[src/rtl/sub_bytes_req.sv]
// AES SubBytes request engine: splits a state block into four words, sends them
// MSB word first to a shared S-box LUT and reassembles the substituted block.
module sub_bytes_req #(
  parameter int BLOCK_W = 128,
  parameter int WORD_W  = 32
) (
  input  logic               clk,
  input  logic               reset,
  input  logic               sbox_available,
  input  logic [BLOCK_W-1:0] blk_in,
  input  logic               blk_in_vld,
  output logic               blk_in_rdy,
  output logic [WORD_W-1:0]  sub_bytes_val,
  output logic               sub_bytes_val_vld,
  input  logic [WORD_W-1:0]  sub_bytes_sbox_data,
  input  logic               sub_bytes_sbox_data_vld,
  output logic [BLOCK_W-1:0] blk_out,
  output logic               blk_out_vld,
  input  logic               blk_out_rdy,
  output logic               busy
);

  typedef enum logic [1:0] {IDLE, LOOKUP, DONE} state_t;

  state_t             state_q, state_d;
  logic               table_loaded_q, table_loaded_d;
  logic [1:0]         wcnt_q, wcnt_d;
  logic [BLOCK_W-1:0] blk_q, blk_d;
  logic [BLOCK_W-1:0] result_q, result_d;

  // Word 0 is the most significant word of the block.
  function automatic logic [WORD_W-1:0] word_sel(input logic [BLOCK_W-1:0] b,
                                                 input logic [1:0] idx);
    return b[BLOCK_W-1-WORD_W*int'(idx) -: WORD_W];
  endfunction

  always_comb begin
    state_d        = state_q;
    table_loaded_d = table_loaded_q | sbox_available;
    wcnt_d         = wcnt_q;
    blk_d          = blk_q;
    result_d       = result_q;
    case (state_q)
      IDLE: begin
        if (blk_in_vld && table_loaded_q) begin
          blk_d   = blk_in;
          wcnt_d  = 2'd0;
          state_d = LOOKUP;
        end
      end
      LOOKUP: begin
        if (sub_bytes_sbox_data_vld) begin
          result_d[BLOCK_W-1-WORD_W*int'(wcnt_q) -: WORD_W] = sub_bytes_sbox_data;
          wcnt_d = wcnt_q + 2'd1;
          if (wcnt_q == 2'd3) state_d = DONE;
        end
      end
      DONE: begin
        if (blk_out_rdy) state_d = IDLE;
      end
      default: state_d = IDLE;
    endcase
  end

  // Control state and result register
  always_ff @(posedge clk) begin
    if (reset) begin
      state_q        <= IDLE;
      table_loaded_q <= 1'b0;
      wcnt_q         <= 2'd0;
      result_q       <= '0;
    end else begin
      state_q        <= state_d;
      table_loaded_q <= table_loaded_d;
      wcnt_q         <= wcnt_d;
      result_q       <= result_d;
    end
  end

  // Captured input block; only consumed while in LOOKUP, so no reset needed
  always_ff @(posedge clk) begin
    blk_q <= blk_d;
  end

  // Outputs are forced low while reset is asserted.
  assign blk_in_rdy        = !reset && (state_q == IDLE) && table_loaded_q;
  assign sub_bytes_val_vld = !reset && (state_q == LOOKUP);
  assign sub_bytes_val     = sub_bytes_val_vld ? word_sel(blk_q, wcnt_q) : '0;
  assign blk_out_vld       = !reset && (state_q == DONE);
  assign blk_out           = blk_out_vld ? result_q : '0;
  assign busy              = !reset && (state_q != IDLE);

endmodule

[config.mk]
export PLATFORM = sky130hd
export DESIGN_NAME = sub_bytes_req
export DESIGN_NICKNAME = d
export VERILOG_FILES = /design/src/rtl/sub_bytes_req.sv
export SDC_FILE = /design/constraint.sdc
export NUM_CORES = 1
export LEC_CHECK = 0
export BUFFER_PORTS_ARGS = -buffer_cell sky130_fd_sc_hd__buf_4
export CORE_MARGIN = 2
export CORE_UTILIZATION = 55
export DETAILED_ROUTE_END_ITERATION = 8
export PLACE_DENSITY_LB_ADDON = 0.3
export SETUP_SLACK_MARGIN = 0.02
export SLEW_MARGIN = 20
export SYNTH_ARGS = -nofsm -noshare
export SYNTH_HDL_FRONTEND = slang
export SYNTH_SLANG_ARGS = --single-unit
[constraint.sdc]
create_clock -name clk -period 24.7 [get_ports clk]
set_input_delay 2.47 -clock clk [delete_from_list [all_inputs] [get_ports clk]]
set_output_delay 2.47 -clock clk [all_outputs]
set_load 0.02 [all_outputs]
==> flow_summary.json, run 1 <==
{
  "synth.avg_cell_area_um2": 11.3,
  "synth_cell_type_count": 34,
  "yosys_warnings": 0,
  "clock_latency_ps": 520,
  "status": "complete, no violations",
  "r2r_setup_slack_ps": 21900,
  "cts-buffers-inserted": 26,
  "finalHoldViolations": 0,
  "min_period_ps": 6640,
  "post_drt_via_cell_ratio": 5.45,
  "reg2reg_to": "result_q[17]",
  "final_cell_mix": "buf_4 (340), dfxtp_1 (131), a21oi_1 (130)",
  "drive_gt1_frac": 0.337,
  "grt_max_degree": 130,
  "synth_nets": 1134,
  "p_leak_nw": 5.48,
  "critPathKind": "input pin to output port",
  "grt_util_all_layers": 0.268,
  "rows": 51,
  "p_per_area_nw_per_um2": 66.1,
  "cp_data_required_time_ps": 22230,
  "clock_skew_ps": 11.2,
  "io_pins": 330,
  "ir_drop_mv": 0.0769,
  "crit_end": "blk_out[100]",
  "path_clk_slew_ps": 60,
  "cp-end-kind": "output port",
  "max_slew.worst_pin.slew_ps": 1030,
  "fin_tns_setup_ps": 0,
  "cts_setup_buffers": 0,
  "root_buffer": "clkbuf_16",
  "ys_seq_area_frac": 0.597,
  "grt-ovfl-total": 0,
  "routed_wl_mm": 28.4,
  "p_total_mw": 0.938,
  "cp_max_fo": 129,
  "worstHoldPathType": "register to register",
  "wire_per_inst_um": 18.6,
  "setup_slack_ps": 18060,
  "die_h_um": 145,
  "r2r-start": "wcnt_q[1]",
  "reg2reg_depth": 4,
  "grt_pass1_wl_mm": 42.8,
  "routabilityCongestion": 0.835,
  "antenna_cells": 0,
  "drc": 0,
  "cts.sinks": 261,
  "layout_commonest_cell": "buf_4",
  "start_util": 0.560,
  "period_share": 0.269,
  "ctsResizeCount": 0,
  "htreeDepth": 1,
  "antenna_found_initial": 0,
  "cts_buffer_depth": 3,
  "cts_tree": "built",
  "finalSetupViolCount": 0,
  "post-route-util": 0.729,
  "io_buffers": 329,
  "coreArea_um2": 19500,
  "slew_headroom": 0.309,
  "drtPass1Iterations": 7,
  "drv_cap": 0,
  "ant_nets": 0,
  "dieArea_um2": 20900,
  "fin_nets": 1416,
  "synth_area_um2": 10900,
  "max_freq_ghz": 0.151,
  "layout-area-overhead-vs-synth_pct": 30.2,
  "drt_iter0_drc": 631,
  "fp.dieW_um": 145,
  "dpl_worst_slack_ps": 18070,
  "netlist_instances": 964,
  "rsz0062_at_grt": "false",
  "via_count": 8345,
  "slew_violations": 0,
  "arrival_ps": 4170,
  "grt_pass1_vias": 7993,
  "worstSetupStartpoint": "reset",
  "synth-seq-cells": 261,
  "start_kind": "input pin",
  "holdBufCountCts": 0,
  "hpwlAfterDp_mm": 19.1
}
## worst min path at each step
stage               cells after the start  slack, ps          from           end
floorplan                               2        430   result_q[0]   result_q[0]
global placement                        2        430  result_q[14]  result_q[14]
detailed placement                      2        440  result_q[83]  result_q[83]
CTS                                     2        450  result_q[29]  result_q[29]
global route                            2        460  result_q[13]  result_q[13]
finish                                  2        450  result_q[36]  result_q[36]
## cell type report
class | count | area [um^2]
Fill cell | 1359 | 5280
Clock buffer | 32 | 724
Sequential cell | 261 | 6510
Multi-Input combinational cell | 613 | 3850
Clock inverter | 16 | 191
Inverter | 3 | 11.3
Timing Repair Buffer | 341 | 2560
Tap cell | 265 | 332
## metrics by stage
| stage | cells | hold slack [ps] | instance area [um^2] |
|---|---|---|---|
| 3_5_place_dp | 1483 | 440 | 13300 |
| 5_1_grt | 1531 | 458 | 14200 |
| 4_1_cts | 1531 | 448 | 14200 |
| 2_1_floorplan | 964 | 427 | 10900 |
| 6_report | 1531 | 445 | 14200 |
| 3_3_place_gp | 1483 | 433 | 13300 |
## cell usage after synthesis
cell type | instances | area, um^2
mux2i_1 | 1 | 10.0
and3_1 | 1 | 6.26
nand3_1 | 128 | 641
nor3b_2 | 1 | 12.5
edfxtp_1 | 128 | 3840
mux4_2 | 28 | 631
buf_4 | 31 | 233
nand2_1 | 129 | 484
buf_2 | 24 | 120
nor2_1 | 7 | 26.3
buf_12 | 3 | 60.1
and2b_1 | 1 | 7.51
a21oi_1 | 130 | 651
clkbuf_1 | 11 | 41.3
clkbuf_2 | 14 | 70.1
dfxtp_1 | 133 | 2660
nor2_2 | 1 | 6.26
o31ai_1 | 1 | 7.51
buf_1 | 3 | 11.3
and4b_1 | 4 | 40.0
nor4bb_1 | 2 | 20.0
and2_1 | 129 | 807
or2_0 | 1 | 6.26
nor2b_4 | 2 | 27.5
mux4_1 | 4 | 105
nor4_1 | 1 | 6.26
buf_6 | 1 | 11.3
nor4b_1 | 1 | 8.76
inv_1 | 3 | 11.3
nand4b_2 | 4 | 60.1
and3b_1 | 1 | 8.76
nor2b_1 | 31 | 194
ha_1 | 4 | 50.1
or3b_4 | 1 | 11.3
## critical path, cell delays in order
cell and delay [ps]:
buf_4 260, nor3b_4 210, buf_4 690, and2_1 280
buf_4 160
## sequential cells by signal, summed over array words and instances (netlist names)
register        cells
table_loaded_q      1
wcnt_q              2
blk_q             128
state_q             2
result_q          128
## kinds of logic (layout without fill, tap and decap cells)
group / Yosys count / in the layout / synth area share
AOI/OAI and AO/OA: 131 / 131 / 0.0604
buffers and inverters: 90 / 392 / 0.0512
DFF: 261 / 261 / 0.597
adders and majority gates: 4 / 4 / 0.00460
and+or+nand+nor: 445 / 445 / 0.218
muxes: 33 / 33 / 0.0685
## power by group
part           switching (mW)  internal [mW]  leakage, nW  total (mW)
Clock                   0.165          0.251        0.450       0.416
Sequential            0.00391          0.466         2.25       0.469
Combinational          0.0257         0.0272         2.77      0.0529
Total                   0.194          0.744         5.48       0.938
## per-layer routing
metal,track usage,routed length (um),up-vias
met5,0,0,-
met4,0.0940,952,0
met3,0.0665,2620,61
met2,0.456,14000,416
met1,0.336,10800,3937
li1,-,-,3931
Power figures use the tool's default switching activity.
==> inputs of run 2 (changes only) <==
--- a/config.mk
+++ b/config.mk
@@ -5,9 +5,10 @@
 export SDC_FILE = /design/constraint.sdc
 export NUM_CORES = 1
 export LEC_CHECK = 0
+export ABC_AREA = 1
 export BUFFER_PORTS_ARGS = -buffer_cell sky130_fd_sc_hd__buf_4
 export CORE_MARGIN = 2
-export CORE_UTILIZATION = 55
+export CORE_UTILIZATION = 48
 export DETAILED_ROUTE_END_ITERATION = 8
 export PLACE_DENSITY_LB_ADDON = 0.3
 export SETUP_SLACK_MARGIN = 0.02
==> constraint.sdc (replaced) <==
create_clock -name clk -period 5.4 [get_ports clk]
set_input_delay 0.54 -clock clk [delete_from_list [all_inputs] [get_ports clk]]
set_output_delay 0.54 -clock clk [all_outputs]
set_load 0.02 [all_outputs]
==> run 2 against run 1 <==
  * Synthesized area up 12%
  * Largest power group unchanged
  * Register-to-register slack got worse by 19000 ps
  * Setup slack worse by 16000 ps
  * Power increased to 4.7 times the previous value
  * Critical path type is now register to output port
  * Combinational power increased to 7.0 times the previous value
==> flow_summary.json, run 2 <==
{
  "grt_util_all_layers": 0.243,
  "synth-xor-area-share": 0,
  "cts_setup_buffers": 0,
  "ys_seq_area_frac": 0.533,
  "drive_gt1_frac": 0.206,
  "cts.sinks": 261,
  "synth_fa_ha_area_frac": 0.00410,
  "r2r_setup_slack_ps": 2600,
  "yosysMostFrequentCell": "nand2_1",
  "grt_pass1_wl_mm": 51.4,
  "cts_tree": "built",
  "layout-area-overhead-vs-synth_pct": 27.4,
  "routed_wl_mm": 33.4,
  "coreArea_um2": 25100,
  "cp-end-kind": "output port",
  "wl_met2_mm": 15.4,
  "cp_max_fo": 72,
  "status": "complete, no violations",
  "antenna_found_initial": 0,
  "reg2reg_to": "result_q[110]",
  "synth_top_family_by_area": "simple AND/OR/NAND/NOR gates",
  "setup_slack_ps": 1880,
  "start_util": 0.486,
  "place_inst": 2197,
  "crit_end": "sub_bytes_val[28]",
  "r2r-start": "wcnt_q[0]",
  "drt_iter0_drc": 716,
  "io_buffers": 329,
  "fin_nets": 2067,
  "reg2reg_depth": 8,
  "min_period_ps": 3520,
  "synth-edff-count": 128,
  "synth-seq-cells": 261,
  "met3_length_mm": 2.94,
  "dieArea_um2": 26700,
  "synth_top_cell_area_share": 0.315,
  "cts_buffer_depth": 3,
  "final_cell_mix": "nand2_1 (455), buf_4 (337), nor2_1 (330)",
  "slew_violations": 0,
  "drt-met1-wl_mm": 13.9,
  "via_count": 10900,
  "p_leak_nw": 6.83,
  "root_buffer": "clkbuf_16",
  "ys.flop_type": "dfxtp_1",
  "finalSetupViolCount": 0,
  "finalHoldViolations": 0,
  "synth_cell_type_count": 24,
  "die_h_um": 164,
  "synth_compound_area_frac": 0.0402,
  "yosysTopAreaCell": "edfxtp_1",
  "start_kind": "register",
  "stdcell_area_um2": 15600,
  "num-fill-cells": 2233,
  "synthSimpleGateAreaFrac": 0.304,
  "synth_nets": 1804,
  "holdBufCountCts": 0,
  "max_slew.worst_pin.slew_ps": 1050,
  "antenna_cells": 0,
  "grt_pass1_vias": 9937,
  "grt_max_degree": 99,
  "p_per_area_nw_per_um2": 284,
  "arrival_ps": 2980,
  "layout_commonest_cell": "nand2_1",
  "drc": 0,
  "cts-buffers-inserted": 28,
  "ir_drop_mv": 0.286,
  "dpl_worst_slack_ps": 2280,
  "yosys-top-cells-area": "edfxtp_1 (31%), dfxtp_1 (22%), nand2_1 (14%), nor2_1 (10%), inv_1 (7.2%)",
  "worstSetupStartpoint": "wcnt_q[0]",
  "yosys_warnings": 0,
  "top_regs": "blk_q x128, result_q x128",
  "clock_skew_ps": 16.8,
  "grt-ovfl-total": 0,
  "synth.avg_cell_area_um2": 7.47,
  "wire_per_inst_um": 14.9,
  "synth-async-reset-ratio": 0,
  "ctsResizeCount": 0,
  "routed.top_layer": "met4",
  "synth_area_um2": 12200,
  "htreeDepth": 1,
  "ant_nets": 0,
  "rows": 58,
  "max_freq_ghz": 0.284,
  "worstHoldPathType": "input pin to register",
  "cp_data_required_time_ps": 4860,
  "synthMuxAreaShare": 0,
  "ys_top_cells_by_count": "nand2_1 (455), nor2_1 (330), inv_1 (235)",
  "path_clk_slew_ps": 60,
  "period_share": 0.652,
  "fp.dieW_um": 164,
  "post_drt_via_cell_ratio": 4.84,
  "drv_cap": 0,
  "clock_latency_ps": 540,
  "fin_tns_setup_ps": 0,
  "critPathKind": "register to output port",
  "rsz0062_at_grt": "false",
  "io_pins": 330,
  "routabilityCongestion": 0.862,
  "dpl_cell_area_um2": 14700,
  "hpwlAfterDp_mm": 22.4,
  "p_total_mw": 4.42,
  "hold_path_depth": 1,
  "slew_headroom": 0.303,
  "netlist_instances": 1634,
  "finalNonFillerCells": 2246,
  "drtPass1Iterations": 6
}
==> run 2: changes by cell type after synthesis, sizes merged, moves of 4 or more <==
cell / delta
buf: +10
a21oi: -96
nand4b: -4
nor2: +327
o21ai: +64
and4b: -4
inv: +234
nand3: +7
clkbuf: +8
and2: -129
nor2b: -33
mux4: -32
nand2: +328
==> run 2: area by class of cell <==
type / count / area (um^2) / share of cell area
Tap cell: 330 / 413 / 0.0265
Clock inverter: 10 / 119 / 0.00764
Multi-Input combinational cell: 1031 / 4280 / 0.275
Timing Repair Buffer: 338 / 2560 / 0.164
Inverter: 237 / 901 / 0.0579
Clock buffer: 39 / 783 / 0.0503
Sequential cell: 261 / 6510 / 0.418
==> run 2: metrics by stage <==
step / hold slack (ps) / util
global route: 159 / 0.620
detailed placement: 487 / 0.584
finish: 182 / 0.620
CTS: 160 / 0.620
floorplan: 459 / -
global placement: 473 / 0.582
==> run 2: kinds of logic (layout without fill, tap and decap cells) <==
family                     after synthesis  after routing
and+or+nand+nor                        929            929
buffers and inverters                  342            624
DFF                                    261            261
AOI/OAI and AO/OA                       98             98
adders and majority gates                4              4
==> run 2: critical path, stage by stage, from the launching register on <==
cell,delay (ps)
dfxtp_4,850
buf_4,680
nor2_1,110
nor2_1,100
o21ai_0,150
a21oi_1,280
buf_4,190
==> run 2: worst min-delay path by stage <==
stage | slack, ps | from | to
CTS | 160 | blk_in[99] | blk_q[99]
detailed placement | 490 | result_q[5] | result_q[5]
floorplan | 460 | table_loaded_q | table_loaded_q
global placement | 470 | table_loaded_q | table_loaded_q
global route | 160 | blk_in[63] | blk_q[63]
finish | 180 | blk_in[67] | blk_q[67]
==> run 2: power breakdown <==
part,internal (mW),switching [mW]
clock,1.14,0.753
combinational,0.147,0.223
sequential,2.14,0.0183
total,3.43,0.994
==> run 2: layer usage <==
layer / track usage / up-vias
met5: 0 / -
li1: - / 5492
met3: 0.0503 / 68
met1: 0.320 / 4838
met4: 0.0785 / 0
met2: 0.404 / 472
==> inputs of run 3 (changes only) <==
--- a/config.mk
+++ b/config.mk
@@ -8,7 +8,7 @@
 export ABC_AREA = 1
 export BUFFER_PORTS_ARGS = -buffer_cell sky130_fd_sc_hd__buf_4
 export CORE_MARGIN = 2
-export CORE_UTILIZATION = 48
+export CORE_UTILIZATION = 53
 export DETAILED_ROUTE_END_ITERATION = 8
 export PLACE_DENSITY_LB_ADDON = 0.3
 export SETUP_SLACK_MARGIN = 0.02
==> constraint.sdc (replaced) <==
create_clock -name clk -period 3.3 [get_ports clk]
set_input_delay 0.33 -clock clk [delete_from_list [all_inputs] [get_ports clk]]
set_output_delay 0.33 -clock clk [all_outputs]
set_load 0.02 [all_outputs]
==> run 3 against run 2 <==
  * Global-route usage up 6.3 points
  * Die area fell by 9.2%
  * Power grew 70%
  * Utilization increased by 13 points
  * Non-clock buffer count rose by 138
  * Design area grew 8.5%
  * Clock skew decreased by 1.8 ps
  * Critical endpoint is now sub_bytes_val[18]
==> flow_summary.json, run 3 (synthesis results as in run 2) <==
{
  "status": "complete, no violations",
  "period_share": 0.899,
  "antenna_found_initial": 1,
  "switching_power_mw": 1.75,
  "rsz0062_at_grt": "false",
  "hpwlAfterDp_mm": 21.6,
  "final_cell_mix": "nand2_1 (455), buf_4 (344), nor2_1 (330)",
  "stdcell_area_um2": 16900,
  "cp_data_required_time_ps": 2970,
  "drc": 0,
  "coreArea_um2": 22600,
  "max_freq_ghz": 0.337,
  "layout-area-overhead-vs-synth_pct": 38.3,
  "critical-path-top-delay-family": "buffers and inverters",
  "arrival_ps": 2640,
  "wire_per_inst_um": 16.4,
  "cts_buffer_depth": 3,
  "fin_nets": 2205,
  "cp_num_cells": 6,
  "post_drt_via_cell_ratio": 5.06,
  "dpl_cell_area_um2": 14700,
  "routed_wl_mm": 38.3,
  "layout_commonest_cell": "nand2_1",
  "critPathBufInv": 2,
  "die_h_um": 156,
  "critPathKind": "register to output port",
  "htreeDepth": 1,
  "drv_cap": 0,
  "combPwrFrac": 0.102,
  "met3_length_mm": 3.36,
  "cts_tree": "built",
  "finalHoldViolations": 0,
  "cts_setup_buffers": 0,
  "cp_max_fo": 53,
  "drtPass1Iterations": 6,
  "start_util": 0.539,
  "grt_max_degree": 101,
  "via_count": 11900,
  "fp.dieW_um": 156,
  "cts-buffers-inserted": 28,
  "root_buffer": "clkbuf_16",
  "max_slew.worst_pin.slew_ps": 1030,
  "hold_path_depth": 4,
  "dpl_worst_slack_ps": 882,
  "reg2reg_depth": 6,
  "p_sw_frac": 0.233,
  "crit_chain": "buf_4 > nor2_1 > nor2_1 > o21ai_0 > a21oi_1 > buf_4",
  "routed.top_layer": "met4",
  "ctsResizeCount": 0,
  "worstHoldPathType": "input pin to register",
  "ant_nets": 0,
  "fin_tns_setup_ps": 0,
  "top_regs": "blk_q x128, result_q x128",
  "grt_util_all_layers": 0.307,
  "finalSetupViolCount": 0,
  "clock_latency_ps": 540,
  "drt-met1-wl_mm": 14.9,
  "io_buffers": 329,
  "clkPwrFrac": 0.427,
  "dieArea_um2": 24300,
  "drt_iter0_drc": 1023,
  "path_clk_slew_ps": 60,
  "intPower_mw": 5.75,
  "critPathMaxStageDelay_ps": 600,
  "grt_pass1_vias": 11500,
  "p_total_mw": 7.50,
  "routabilityCongestion": 0.873,
  "start_kind": "register",
  "slew_headroom": 0.313,
  "io_pins": 330,
  "grt_pass1_wl_mm": 59.3,
  "power_frac_seq": 0.471,
  "drive_gt1_frac": 0.197,
  "rows": 55,
  "wl_met2_mm": 18.6,
  "cp_slowest_cell": "dfxtp_4",
  "clock_skew_ps": 15.0,
  "setup_slack_ps": 334,
  "p_leak_nw": 7.43,
  "cp-end-kind": "output port",
  "p_per_area_nw_per_um2": 444,
  "cts.sinks": 261,
  "min_period_ps": 2970,
  "slew_violations": 0,
  "ir_drop_mv": 0.392,
  "grt-ovfl-total": 0
}
## run 3: layout make-up
cell class	instances	area, um^2
flip-flops and latches	261	6510
clock buffers	34	744
inverters	237	900
multi-input cells	1031	4270
repair buffers	476	3930
clock inverters	16	173
diodes	2	5.00
fillers	1626	5750
well taps	285	357
## run 3: timing repair
item,CTS,global route
endpoints found under the setup margin,0,0
hold endpoints to repair,128,1
hold buffers,128,1
## run 3: path summary, 6_finish.rpt
kind	end	start	slack [ps]
setup / recovery	sub_bytes_val[18]	wcnt_q[0]	330
hold reg to reg	result_q[4]	result_q[4]	500
setup reg to reg	result_q[52]	wcnt_q[0]	940
hold / removal	state_q[1]	blk_out_rdy	90
## run 3: routing by layer
layer	vias to the layer above	GRT usage
li1	5765	-
met1	5334	0.385
met2	663	0.526
met3	99	0.0558
met4	0	0.120
met5	-	0
## run 3: tightest hold or removal path, cell delays in order
cell    delay [ps]
buf_4           80
nor3_1          40
nor2_1          70
nor2_1          40
## run 3: through the flow
stage                     std cells  hold WS (ps)   util
after floorplan                1634           429      -
after global placement         2161           474  0.648
final                          2342          85.7  0.746
after global routing           2342           158  0.746
after CTS                      2339        0.0343  0.745
after detailed placement       2161           489  0.648
## run 3: power by group through the flow
stage	registers (mW)	clock network, mW	logic [mW]
floorplan	3.59	0	0.333
global placement	3.59	0	0.590
detailed placement	3.60	0	0.601
CTS	3.53	3.19	0.728
global route	3.54	3.35	0.832
finish	3.53	3.20	0.763
